==> config.mk <==
export PLATFORM = sky130hd
export DESIGN_NAME = uart_rx_param
export DESIGN_NICKNAME = d
export VERILOG_FILES = /design/src/rtl/uart_pkg.sv /design/src/rtl/uart_rx_sync.sv /design/src/rtl/uart_rx_param.sv
export SDC_FILE = /design/constraint.sdc
export NUM_CORES = 1
export LEC_CHECK = 0
export CAP_MARGIN = 30
export CORE_MARGIN = 2
export CORE_UTILIZATION = 50
export CTS_CLUSTER_SIZE = 16
export DETAILED_ROUTE_END_ITERATION = 8
export PLACE_DENSITY = 0.8
export SYNTH_ARGS = -nofsm -noshare
export SYNTH_HDL_FRONTEND = slang
export SYNTH_SLANG_ARGS = --single-unit
==> constraint.sdc <==
create_clock -name clk -period 1.75 [get_ports clk]
set_input_delay 0.35 -clock clk [delete_from_list [all_inputs] [get_ports clk]]
set_output_delay 0.35 -clock clk [all_outputs]
set_load 0.02 [all_outputs]
==> src/rtl/uart_pkg.sv <==
// uart_pkg: receiver FSM state encoding and a clog2 helper for counter sizing.
package uart_pkg;
   typedef enum logic [2:0] {
      IDLE   = 3'd0,
      START  = 3'd1,
      DATA   = 3'd2,
      PARITY = 3'd3,
      STOP   = 3'd4
   } state_t;
   function automatic int clog2(input int v);
      int r;
      r = 0;
      while ((1 << r) < v) r++;
      return r;
   endfunction
endpackage

==> src/rtl/uart_rx_sync.sv <==
// uart_rx_sync: 2-flop line synchroniser plus last-tick register for start-edge detection.
module uart_rx_sync (
   input  logic clk,
   input  logic rst,
   input  logic enable,
   input  logic ser_in,
   output logic ser_in_s,
   output logic fall_edge
);
   logic meta, last;
   always_ff @(posedge clk or posedge rst)
      if (rst) begin
         meta     <= 1'b1;
         ser_in_s <= 1'b1;
         last     <= 1'b1;
      end else begin
         meta     <= ser_in;
         ser_in_s <= meta;
         if (enable) last <= ser_in_s;
      end
   // comparing against the last-tick value keeps edges seen while enable is low
   assign fall_edge = last & ~ser_in_s;
endmodule

==> src/rtl/uart_rx_param.sv <==
// uart_rx_param: parametrised oversampling UART receiver with start-bit validation.
// Define UART_RX_PARITY_EN to add a parity bit after the data and check it against PAR_ODD.
module uart_rx_param import uart_pkg::*; #(
   parameter int DATA_BITS = 8,
   parameter int OVS       = 16,
   parameter int STOP_BITS = 1,
   parameter int PAR_ODD   = 0
) (
   input  logic                 clk,
   input  logic                 rst,
   input  logic                 enable,
   input  logic                 ser_in,
   output logic [DATA_BITS-1:0] dout_byte,
   output logic                 dout_byte_rdy,
   output logic                 frame_err,
   output logic                 parity_err,
   output logic                 busy
);
   localparam int CW = clog2(OVS);
`ifdef UART_RX_PARITY_EN
   localparam state_t AFTER_DATA = PARITY;
`else
   localparam state_t AFTER_DATA = STOP;
`endif
   if (DATA_BITS < 5 || DATA_BITS > 9 || OVS < 8 || OVS > 64 || OVS % 2 != 0 ||
       STOP_BITS < 1 || STOP_BITS > 2 || PAR_ODD < 0 || PAR_ODD > 1) begin : g_bad_param
      $error("uart_rx_param: illegal parameter set");
   end
   state_t               state;
   logic [CW-1:0]        sample_cnt;
   logic [3:0]           bit_cnt;
   logic [DATA_BITS-1:0] shreg;
   logic                 ferr_l;
   logic                 ser_in_s, fall_edge, mid, full;
`ifdef UART_RX_PARITY_EN
   logic                 par_bit;
`endif
   uart_rx_sync u_sync (
      .clk      (clk),
      .rst      (rst),
      .enable   (enable),
      .ser_in   (ser_in),
      .ser_in_s (ser_in_s),
      .fall_edge(fall_edge)
   );
   assign mid  = sample_cnt == CW'(OVS/2 - 1);
   assign full = sample_cnt == CW'(OVS - 1);
   always_ff @(posedge clk or posedge rst)
      if (rst) begin
         state         <= IDLE;
         sample_cnt    <= '0;
         bit_cnt       <= '0;
         shreg         <= '0;
         ferr_l        <= 1'b0;
         dout_byte     <= '0;
         dout_byte_rdy <= 1'b0;
         frame_err     <= 1'b0;
         parity_err    <= 1'b0;
         busy          <= 1'b0;
`ifdef UART_RX_PARITY_EN
         par_bit       <= 1'b0;
`endif
      end else begin
         dout_byte_rdy <= 1'b0;
         frame_err     <= 1'b0;
         parity_err    <= 1'b0;
         if (enable) begin
            sample_cnt <= full ? '0 : sample_cnt + 1'b1;
            case (state)
               IDLE: begin
                  sample_cnt <= '0;
                  bit_cnt    <= '0;
                  if (fall_edge) begin
                     state  <= START;
                     busy   <= 1'b1;
                     ferr_l <= 1'b0;
                  end
               end
               START: if (mid) begin
                  // line back high at mid-bit is a glitch, not a start bit
                  state      <= ser_in_s ? IDLE : DATA;
                  busy       <= ~ser_in_s;
                  sample_cnt <= '0;
               end
               DATA: if (full) begin
                  shreg   <= {ser_in_s, shreg[DATA_BITS-1:1]};
                  bit_cnt <= bit_cnt == 4'(DATA_BITS - 1) ? '0 : bit_cnt + 1'b1;
                  if (bit_cnt == 4'(DATA_BITS - 1)) state <= AFTER_DATA;
               end
`ifdef UART_RX_PARITY_EN
               PARITY: if (full) begin
                  par_bit <= ser_in_s;
                  state   <= STOP;
               end
`endif
               STOP: if (full) begin
                  if (!ser_in_s) ferr_l <= 1'b1;
                  bit_cnt <= bit_cnt + 1'b1;
                  // leave mid-stop-bit so a back-to-back start edge is not missed
                  if (bit_cnt == 4'(STOP_BITS - 1)) begin
                     state         <= IDLE;
                     busy          <= 1'b0;
                     bit_cnt       <= '0;
                     dout_byte     <= shreg;
                     dout_byte_rdy <= 1'b1;
                     frame_err     <= ferr_l | ~ser_in_s;
`ifdef UART_RX_PARITY_EN
                     parity_err    <= (^shreg ^ par_bit) != PAR_ODD[0];
`else
                     parity_err    <= 1'b0;
`endif
                  end
               end
               default: begin
                  state <= IDLE;
                  busy  <= 1'b0;
               end
            endcase
         end
      end
endmodule

==> results of run 1 <==
cell families after synthesis:
group           Yosys count
other cells               1
compound gates           22
buf+inv                  16
fa+ha+maj                 4
mux                      23
simple gates             39
flops                    34
how the worst max path moves through the flow:
stage / start / end / slack (ps) / depth (start not counted)
floorplan: state[0]$_DFFE_PP0P_ / state[1]$_DFFE_PP0P_ / -0.3 / 5
global placement: enable / state[1]$_DFFE_PP0P_ / -120 / 5
detailed placement: enable / state[2]$_DFFE_PP0P_ / -200 / 6
CTS: state[0]$_DFFE_PP0P_ / state[1]$_DFFE_PP0P_ / 10 / 5
global route: state[0]$_DFFE_PP0P_ / state[1]$_DFFE_PP0P_ / -8 / 5
finish: state[0]$_DFFE_PP0P_ / state[1]$_DFFE_PP0P_ / 30 / 5
stage by stage:
step	total power [mW]	cell area (um^2)	setup TNS, ps	setup WS, ps	hold slack, ps
2_1_floorplan	1.61	1650	-0.312	-0.312	345
3_3_place_gp	1.89	1990	-1990	-122	346
3_5_place_dp	1.96	1990	-2620	-197	347
4_1_cts	2.67	2140	0	11.0	332
5_1_grt	3.01	2250	-14.9	-8.23	332
6_report	2.84	2250	0	33.1	339
cell usage in the layout (no fill, tap or decap), types with 3 or more instances in the layout:
cell	n
nand3_1	4
nor2_1	6
buf_4	25
nand2_1	6
nor2b_1	3
o21ai_0	6
mux2i_1	4
inv_1	8
buf_6	4
mux2_2	18
dfstp_2	3
a21boi_0	3
clkdlybuf4s50_1	14
dfrtp_1	31
o211ai_1	3
clkbuf_4	5
worst max-delay path, stage by stage, from the launching register on:
cell      delay [ps]
dfrtp_1          430
buf_6            150
or3_4            390
o211ai_1         150
o211a_4          210
mux2_4           290
per-layer routing:
layer,share of wire [%],track usage [%]
met5,0,0
met4,2.0,5.59
met3,4.0,7.77
met2,53,36.0
met1,41,23.2
Yosys cell counts (3+ instances only):
library cell / n
mux2i_1: 4
mux2_2: 18
dfrtp_1: 31
nor2b_1: 4
nand3_1: 6
ha_1: 3
nor2_1: 6
buf_2: 3
o21ai_0: 6
nand2_1: 6
o211ai_1: 3
dfstp_2: 3
a21boi_0: 3
inv_1: 9
flip-flops by register name, indices dropped and copies added (netlist names):
name             cells
bit_cnt              4
busy                 1
dout_byte            8
dout_byte_rdy        1
ferr_l               1
frame_err            1
sample_cnt           4
shreg                8
state                3
u_sync.last          1
u_sync.meta          1
u_sync.ser_in_s      1
power breakdown:
part / switching (mW) / total (mW) / internal (mW) / leakage [nW]
Combinational: 0.560 / 1.23 / 0.670 / 0.537
Sequential: 0.108 / 1.00 / 0.892 / 0.451
Clock: 0.267 / 0.608 / 0.341 / 0.0455
final cells by class:
cell class,count,share of cell area (%)
sequential,34,38.0
multi-input combinational,89,35.9
timing repair buffer,45,18.4
clock buffer,7,2.45
tap,44,2.45
inverter,9,1.50
clock inverter,1,1.34
what timing repair did:
action,CTS,global route
cloned,1,0
gates resized for setup,10,18
pin swaps,4,4
endpoints found under the setup margin,21,25
setup buffers,4,3
==> results.txt, run 1 <==
Routed wire length -> 3490 um
Starting Density -> 53.0%
Fin crit period -> 1720 ps
Max IR drop VDD -> 0.990 mV
Adder-cell area share of the yosys netlist -> 2.92%
Initial DRT Pass Iterations -> 4
Clock H-tree levels -> 2
Mux contribution to synthesized area -> 15.8%
Layout cell share with drive strength beyond 1 -> 43.2%
DR WL/cell -> 15.2 um
Number of flops mapped to enable cells by yosys -> 0
Multi-input logic area -> 806 um^2
Worst-path maximum fanout -> 5
DRT antenna net count -> 0
Final-report setup violation count -> 0
WP data arrival -> 1960 ps
Clock sink count -> 34
Core footprint -> 3080 um^2
Final HPWL DP -> 2310 um
Xor/xnor share of the synthesized area -> 0%
Synth Area in Simple Gates -> 13.9%
R2R setup slack -> 30 ps
Row count -> 20
Pleak -> 1.03 nW
Synth Flop Type -> dfrtp_1
Synth-to-layout area growth -> 37.8%
Syn. warnings -> 0
Grt ovf -> 0
Kind of start point of the critical path -> flip-flop
CTS Hold Buffers Added -> 0
Clk buf depth -> 2
Fin. Hold Viols -> 0
Nature of the critical path endpoint -> flip-flop
Final non-filler cell total -> 229
FF+latch area -> 855 um^2
Avg Inst Size Synth -> 11.7 um^2
Max_cap viols -> 0
Clock-pin slew on the worst setup and hold paths -> 110 ps
Reg2Reg Depth -> 5
Worst r2r dst -> state[1]$_DFFE_PP0P_
Final Util -> 73.0%
Max Clk Rate -> 582 MHz
# fillers -> 223
Top cell type's share of synthesized area -> 47.6%
Crit path required time -> 1990 ps
Asr flop ratio synth -> 100%
Antenna Cells -> 0
Nets -> 191
DRT iter0 DRCs -> 43
RSZ-0062 raised after global routing -> yes
Syn Nets -> 146
Die Wd -> 61.1 um
Die height -> 61.1 um
GR Util All Layers -> 20.5%
Area contributors post-synth -> dfrtp_1 (48%), mux2_2 (12%), dfstp_2 (4.8%)
Die ar. -> 3730 um^2
Antenna violations before repair -> 0
PortBufs -> 14
Pwr dens -> 1260 nW/um^2
Post-placement cell count -> 213
Worst hold path class -> primary input to async pin
Routability cong. -> 0.823
Slew Limit Fails -> 0
Vias in the first global route -> 1219
Largest net degree at the start of global routing -> 35
First-pass GRT wire length -> 5440 um
Remaining routing DRC violations -> 0
Number of library cell types mapped by synthesis -> 42
#FFs+latches synth -> 34
Status -> complete, no violations
Worst-Skew Late Latency -> 340 ps
CTS buffer count -> 5
Top cell type by total area after synthesis -> dfrtp_1
Worst r2r src -> state[0]$_DFFE_PP0P_
Fin crit share -> 98.1%
Register area share after synthesis -> 52.4%
Synthesized area -> 1630 um^2
Clk_skew -> 6.86 ps
Via count -> 1211
Syn Inst Count -> 139
Io pins -> 16
WS Path Type -> flip-flop to flip-flop
CTS tree -> built
Largest family of logic cells by synthesized area -> multiplexers
Via density -> 5.29
Synth Area in Compound Gates -> 9.90%
Root Buffer -> clkbuf_4
Note: power is estimated with default switching activity, not from simulation.
==> run 2: changes to the inputs <==
--- a/config.mk
+++ b/config.mk
@@ -6,7 +6,7 @@
 export NUM_CORES = 1
 export LEC_CHECK = 0
 export CAP_MARGIN = 30
-export CORE_MARGIN = 2
+export CORE_MARGIN = 5
 export CORE_UTILIZATION = 50
 export CTS_CLUSTER_SIZE = 16
 export DETAILED_ROUTE_END_ITERATION = 8
==> run 2 against run 1 <==
The flow now finishes with violations (negative setup slack). Sequential cell count unchanged. Count of clock-buffer cells in the layout is the same. Maximum frequency fell by 2.8%. Global-route usage is 3.7 points lower. Setup slack worse by 50 ps. Clock power decreased by 2%. Via count is 2.3% lower. Clock skew is 4.7 ps higher. Register-to-register slack worse by 50 ps. Total power fell by 3.6%. Sequential power about the same. Largest cell class unchanged.
==> results.txt, run 2 (synthesis gave the netlist of run 1 again) <==
Status -> finished with violations
Failing checks -> negative setup slack
Final HPWL DP -> 2200 um (-4.6%)
CTS tree -> built
Pleak -> 0.997 nW (-3.6%)
Crit path largest cell delay -> 420 ps (about the same)
Final non-filler cell total -> 224 (-2.2%)
Io pins -> 16 (unchanged)
Die Wd -> 67.1 um (+9.8%)
Initial DRT Pass Iterations -> 4 (unchanged)
Clock sink count -> 34 (unchanged)
Row count -> 20 (unchanged)
Antenna Cells -> 0 (unchanged)
Clk_skew -> 11.5 ps (+4.65 ps)
Antenna violations before repair -> 0 (unchanged)
Max Clk Rate -> 566 MHz (-2.8%)
Final worst setup slack -> -16.8 ps (-49.9 ps)
Root Buffer -> clkbuf_4
Pwr dens -> 1270 nW/um^2 (+0.82%)
Clk buf depth -> 2 (unchanged)
Vias in the first global route -> 1213 (-0.49%)
Biggest regs -> dout_byte x8, shreg x8
Grt ovf -> 0 (unchanged)
PortBufs -> 14 (unchanged)
Starting Density -> 52.5% (-0.43 points)
CP cell instances -> buf_4 > or3_4 > o211ai_1 > o211a_4 > buf_6 > mux2i_2
Via count -> 1183 (-2.3%)
Routability cong. -> 0.834 (+1.4%)
DR WL/cell -> 14.7 um (-3.6%)
Layout cell share with drive strength beyond 1 -> 40.6% (-2.7 points)
Kind of start point of the critical path -> flip-flop
Worst-path maximum fanout -> 7 (+2)
Final-report setup violation count -> 3 (+3)
Clock H-tree levels -> 2 (unchanged)
DRT iter0 DRCs -> 74 (+72%)
Most common cell after layout, fill and taps aside -> dfrtp_1
Post-placement cell count -> 212 (-0.47%)
Place WS -> -289 ps (-91.4 ps)
Core footprint -> 3100 um^2 (+0.81%)
RSZ-0062 raised after global routing -> yes
First-pass GRT wire length -> 5580 um (+2.7%)
Die ar. -> 4500 um^2 (+21%)
Synth-to-layout area growth -> 31.8%
Nature of the critical path endpoint -> flip-flop
Design area -> 2150 um^2 (-4.4%)
Max_cap viols -> 0 (unchanged)
Slew Limit Fails -> 0 (unchanged)
Final total power -> 2.73 mW (-3.6%)
Die height -> 67.1 um (+9.8%)
GR Util All Layers -> 16.7% (-3.7 points)
Commonest non-fill, non-tap cells in the layout -> dfrtp_1 (31), buf_4 (24), mux2_2 (18)
Worst hold path class -> flip-flop to flip-flop
DRT antenna net count -> 0 (unchanged)
Worst-Skew Late Latency -> 340 ps (about the same)
Fin. Hold Viols -> 0 (unchanged)
R2R setup slack -> -20 ps (-50 ps)
Fin crit period -> 1770 ps (+49.9 ps)
Routed wire length -> 3290 um (-5.7%)
Nets -> 186 (-2.6%)
Fin crit share -> 101% (+2.8 points)
Clock-pin slew on the worst setup and hold paths -> 100 ps (about the same)
Remaining routing DRC violations -> 0 (unchanged)
Setup_tns -> -37.3 ps (-37.3 ps)
Final Util -> 69.2% (-3.8 points)
Crit path required time -> 2000 ps (about the same)
Hold_ws -> 375 ps (+35.6 ps)
CTS buffer count -> 5 (unchanged)
Max IR drop VDD -> 0.885 mV (-11%)
WP data arrival -> 2020 ps (+60 ps)
WS Path Type -> flip-flop to flip-flop
CP max stage cell -> dfrtp_1
Via density -> 5.28 (-0.13%)
Area after DPL -> 1970 um^2 (-1.0%)
Largest net degree at the start of global routing -> 35 (unchanged)
[run 2: changes by cell type in the layout (fill, tap and decap cells not counted), sizes merged]
cell	delta
buf	-5
[run 2: worst paths after layout]
| check | startpoint | endpoint | cells past startpoint |
|---|---|---|---|
| worst max-delay path | state[0]$_DFFE_PP0P_ | state[0]$_DFFE_PP0P_ | 6 |
| worst min-delay path | u_sync.meta$_DFF_PP1_ | u_sync.ser_in_s$_DFF_PP1_ | 0 |
| worst max register to register | state[0]$_DFFE_PP0P_ | state[0]$_DFFE_PP0P_ | 6 |
| worst min register to register | u_sync.meta$_DFF_PP1_ | u_sync.ser_in_s$_DFF_PP1_ | 0 |
| max in group asynchronous | rst | u_sync.ser_in_s$_DFF_PP1_ | 3 |
| min in group asynchronous | rst | dout_byte_rdy$_DFF_PP0_ | 3 |
[run 2: power breakdown]
group	total (mW)	switching, mW	internal [mW]
clock network	0.595	0.254	0.341
registers	0.983	0.0908	0.893
logic	1.16	0.543	0.614
total	2.73	0.888	1.85
[run 2: layer usage]
metal	GRT usage, %	routed length (um)
met3	3.54	167
met4	8.61	40
met5	0	0
met2	26.9	1640
met1	21.2	1440
[run 2: timing repair]
action / 4_1_cts / 5_1_grt
endpoints found under the setup margin: 15 / 24
gates cloned: 1 / 0
pin swaps: 1 / 6
buffers inserted: 1 / 2
resized for setup: 8 / 11
hold buffers: 0 / 0
[run 2: cell type report]
cell class | instances | area, um^2
sequential | 34 | 855
clock buffer | 7 | 55.1
fill | 236 | 955
inverter | 9 | 33.8
clock inverter | 1 | 30.0
tap | 44 | 55.1
timing repair buffer | 40 | 352
multi-input combinational | 89 | 768
[run 2: worst max-delay path: cells and delay by family, from the launching register on]
family / cells / cell delay (ps)
buffers and inverters: 2 / 290
multiplexers: 1 / 220
flip-flops: 1 / 420
AND/OR/NAND/NOR: 1 / 400
AO/OA/AOI/OAI: 2 / 360
==> run 3: changes to the inputs <==
--- a/config.mk
+++ b/config.mk
@@ -8,9 +8,11 @@
 export CAP_MARGIN = 30
 export CORE_MARGIN = 5
 export CORE_UTILIZATION = 50
+export CTS_CLUSTER_DIAMETER = 150
 export CTS_CLUSTER_SIZE = 16
 export DETAILED_ROUTE_END_ITERATION = 8
 export PLACE_DENSITY = 0.8
 export SYNTH_ARGS = -nofsm -noshare
 export SYNTH_HDL_FRONTEND = slang
 export SYNTH_SLANG_ARGS = --single-unit
+export TNS_END_PERCENT = 30
==> run 3 against run 2 <==
The flow still finishes with violations (negative setup slack). First-iteration DRC count rose by 4.1%. Wire length shrank 0.55%. Die area unchanged. Critical path depth unchanged. Maximum frequency about the same. Setup slack improved by 1.5 ps. Total power about the same. Register-to-register slack hardly changed. Clock power hardly changed. Non-clock buffer count did not move. Largest power group unchanged.
==> results.txt, run 3 (synthesis gave the netlist of run 1 again) <==
Status -> finished with violations
Failing checks -> negative setup slack
Setup_tns -> -21.1 ps (+16.1 ps)
Met3 WL post-DR -> 165 um (-1.2%)
Fin crit share -> 101% (about the same)
Clock H-tree levels -> 2 (unchanged)
Nets -> 186 (unchanged)
Biggest regs -> dout_byte x8, shreg x8
Root Buffer -> clkbuf_4
M1 wire length -> 1450 um (+0.55%)
WP data arrival -> 2020 ps (about the same)
WS Path Type -> flip-flop to flip-flop
Fin. Hold Viols -> 0 (unchanged)
Core footprint -> 3100 um^2 (unchanged)
Via count -> 1188 (+0.42%)
Row count -> 20 (unchanged)
Clk buf depth -> 2 (unchanged)
CTS buffer count -> 5 (unchanged)
Crit path required time -> 2010 ps (about the same)
DRT antenna net count -> 0 (unchanged)
Worst-path maximum fanout -> 7 (unchanged)
Worst hold path class -> flip-flop to flip-flop
Io pins -> 16 (unchanged)
Largest net degree at the start of global routing -> 35 (unchanged)
Routability cong. -> 0.834 (unchanged)
Fin crit period -> 1770 ps (-1.51 ps)
Crit path largest cell delay -> 420 ps (about the same)
GR Util All Layers -> 16.6% (-0.18 points)
Pwr dens -> 1270 nW/um^2 (about the same)
Remaining routing DRC violations -> 0 (unchanged)
Final-report setup violation count -> 2 (-1)
Die ar. -> 4500 um^2 (unchanged)
Die Wd -> 67.1 um (unchanged)
Layout cell share with drive strength beyond 1 -> 40.6% (unchanged)
Antenna violations before repair -> 0 (unchanged)
CP cell instances -> buf_4 > or3_4 > o211ai_1 > o211a_4 > buf_6 > mux2i_2
RSZ-0062 raised after global routing -> yes
Pleak -> 0.998 nW (about the same)
Worst path bufs/invs -> 2 (unchanged)
DRT iter0 DRCs -> 77 (+4.1%)
Grt ovf -> 0 (unchanged)
WL met2 -> 1610 um (-1.9%)
Via density -> 5.30 (+0.42%)
Clock-pin slew on the worst setup and hold paths -> 100 ps (about the same)
Hold_ws -> 377 ps (+2.50 ps)
Synth-to-layout area growth -> 32.0%
Commonest non-fill, non-tap cells in the layout -> dfrtp_1 (31), buf_4 (23), mux2_2 (18)
CTS tree -> built
Antenna Cells -> 0 (unchanged)
Slew Limit Fails -> 0 (unchanged)
Most common cell after layout, fill and taps aside -> dfrtp_1
DR WL/cell -> 14.6 um (-0.55%)
Clk_skew -> 11.1 ps (-0.395 ps)
Max_cap viols -> 0 (unchanged)
CTS Hold Buffers Added -> 0 (unchanged)
Routed wire length -> 3270 um (-0.55%)
Max IR drop VDD -> 0.888 mV (+0.28%)
Final worst setup slack -> -15.2 ps (+1.51 ps)
Kind of start point of the critical path -> flip-flop
Worst path top cell family by delay -> flip-flops
Top sig layer -> met4
CP max stage cell -> dfrtp_1
Worst-Skew Late Latency -> 340 ps (about the same)
Clock sink count -> 34 (unchanged)
Final HPWL DP -> 2200 um (unchanged)
Initial DRT Pass Iterations -> 4 (unchanged)
Vias in the first global route -> 1207 (-0.49%)
First-pass GRT wire length -> 5530 um (-0.88%)
Max Clk Rate -> 566 MHz (about the same)
Die height -> 67.1 um (unchanged)
# fillers -> 235 (-0.42%)
Starting Density -> 52.5% (unchanged)
PortBufs -> 14 (unchanged)
Nature of the critical path endpoint -> flip-flop
run 3: path summary, 6_finish.rpt:
path                                        from  cells past startpoint                   endpoint  slack [ps]
min in group asynchronous                    rst                      3    dout_byte_rdy$_DFF_PP0_         400
hold / removal             u_sync.meta$_DFF_PP1_                      0  u_sync.ser_in_s$_DFF_PP1_         380
setup reg to reg            state[0]$_DFFE_PP0P_                      6       state[0]$_DFFE_PP0P_         -20
max in group asynchronous                    rst                      3  u_sync.ser_in_s$_DFF_PP1_        1000
hold reg to reg            u_sync.meta$_DFF_PP1_                      0  u_sync.ser_in_s$_DFF_PP1_         380
setup / recovery            state[0]$_DFFE_PP0P_                      6       state[0]$_DFFE_PP0P_         -20
run 3: routing by layer:
metal	global-route usage, %	vias to the layer above
met5	0	-
met4	8.61	0
met3	3.54	7
met2	26.4	35
met1	21.1	575
li1	-	571
run 3: final cells by class:
| type | instances | area (um^2) | share of cell area, % |
|---|---|---|---|
| repair buffers | 40 | 355 | 16.5 |
| well taps | 44 | 55.1 | 2.56 |
| clock inverters | 1 | 30.0 | 1.40 |
| multi-input cells | 89 | 768 | 35.7 |
| inverters | 9 | 33.8 | 1.57 |
| clock buffers | 7 | 55.1 | 2.56 |
| flip-flops and latches | 34 | 855 | 39.7 |
run 3: through the flow:
step | power, mW | util [%] | std cells | setup slack, ps | instance area, um^2
floorplan | 1.61 | - | 139 | -0.312 | 1650
global placement | 1.89 | 63.3 | 212 | -217 | 1970
detailed placement | 1.96 | 63.3 | 212 | -289 | 1970
CTS | 2.63 | 67.0 | 221 | -24.7 | 2080
global route | 2.92 | 69.4 | 224 | -76.8 | 2150
finish | 2.74 | 69.4 | 224 | -15.2 | 2150
run 3: timing repair:
action	CTS	global route
buffers inserted	1	3
endpoints found under the hold margin	0	0
gates resized for setup	5	13
pin swaps	1	6
setup endpoints to repair	15	24
run 3: power breakdown:
group          switching [mW]  internal, mW  total (mW)  leakage (nW)
combinational           0.544         0.614        1.16         0.501
clock                   0.255         0.341       0.596        0.0455
sequential             0.0909         0.893       0.984         0.451
total                   0.890          1.85        2.74         0.998
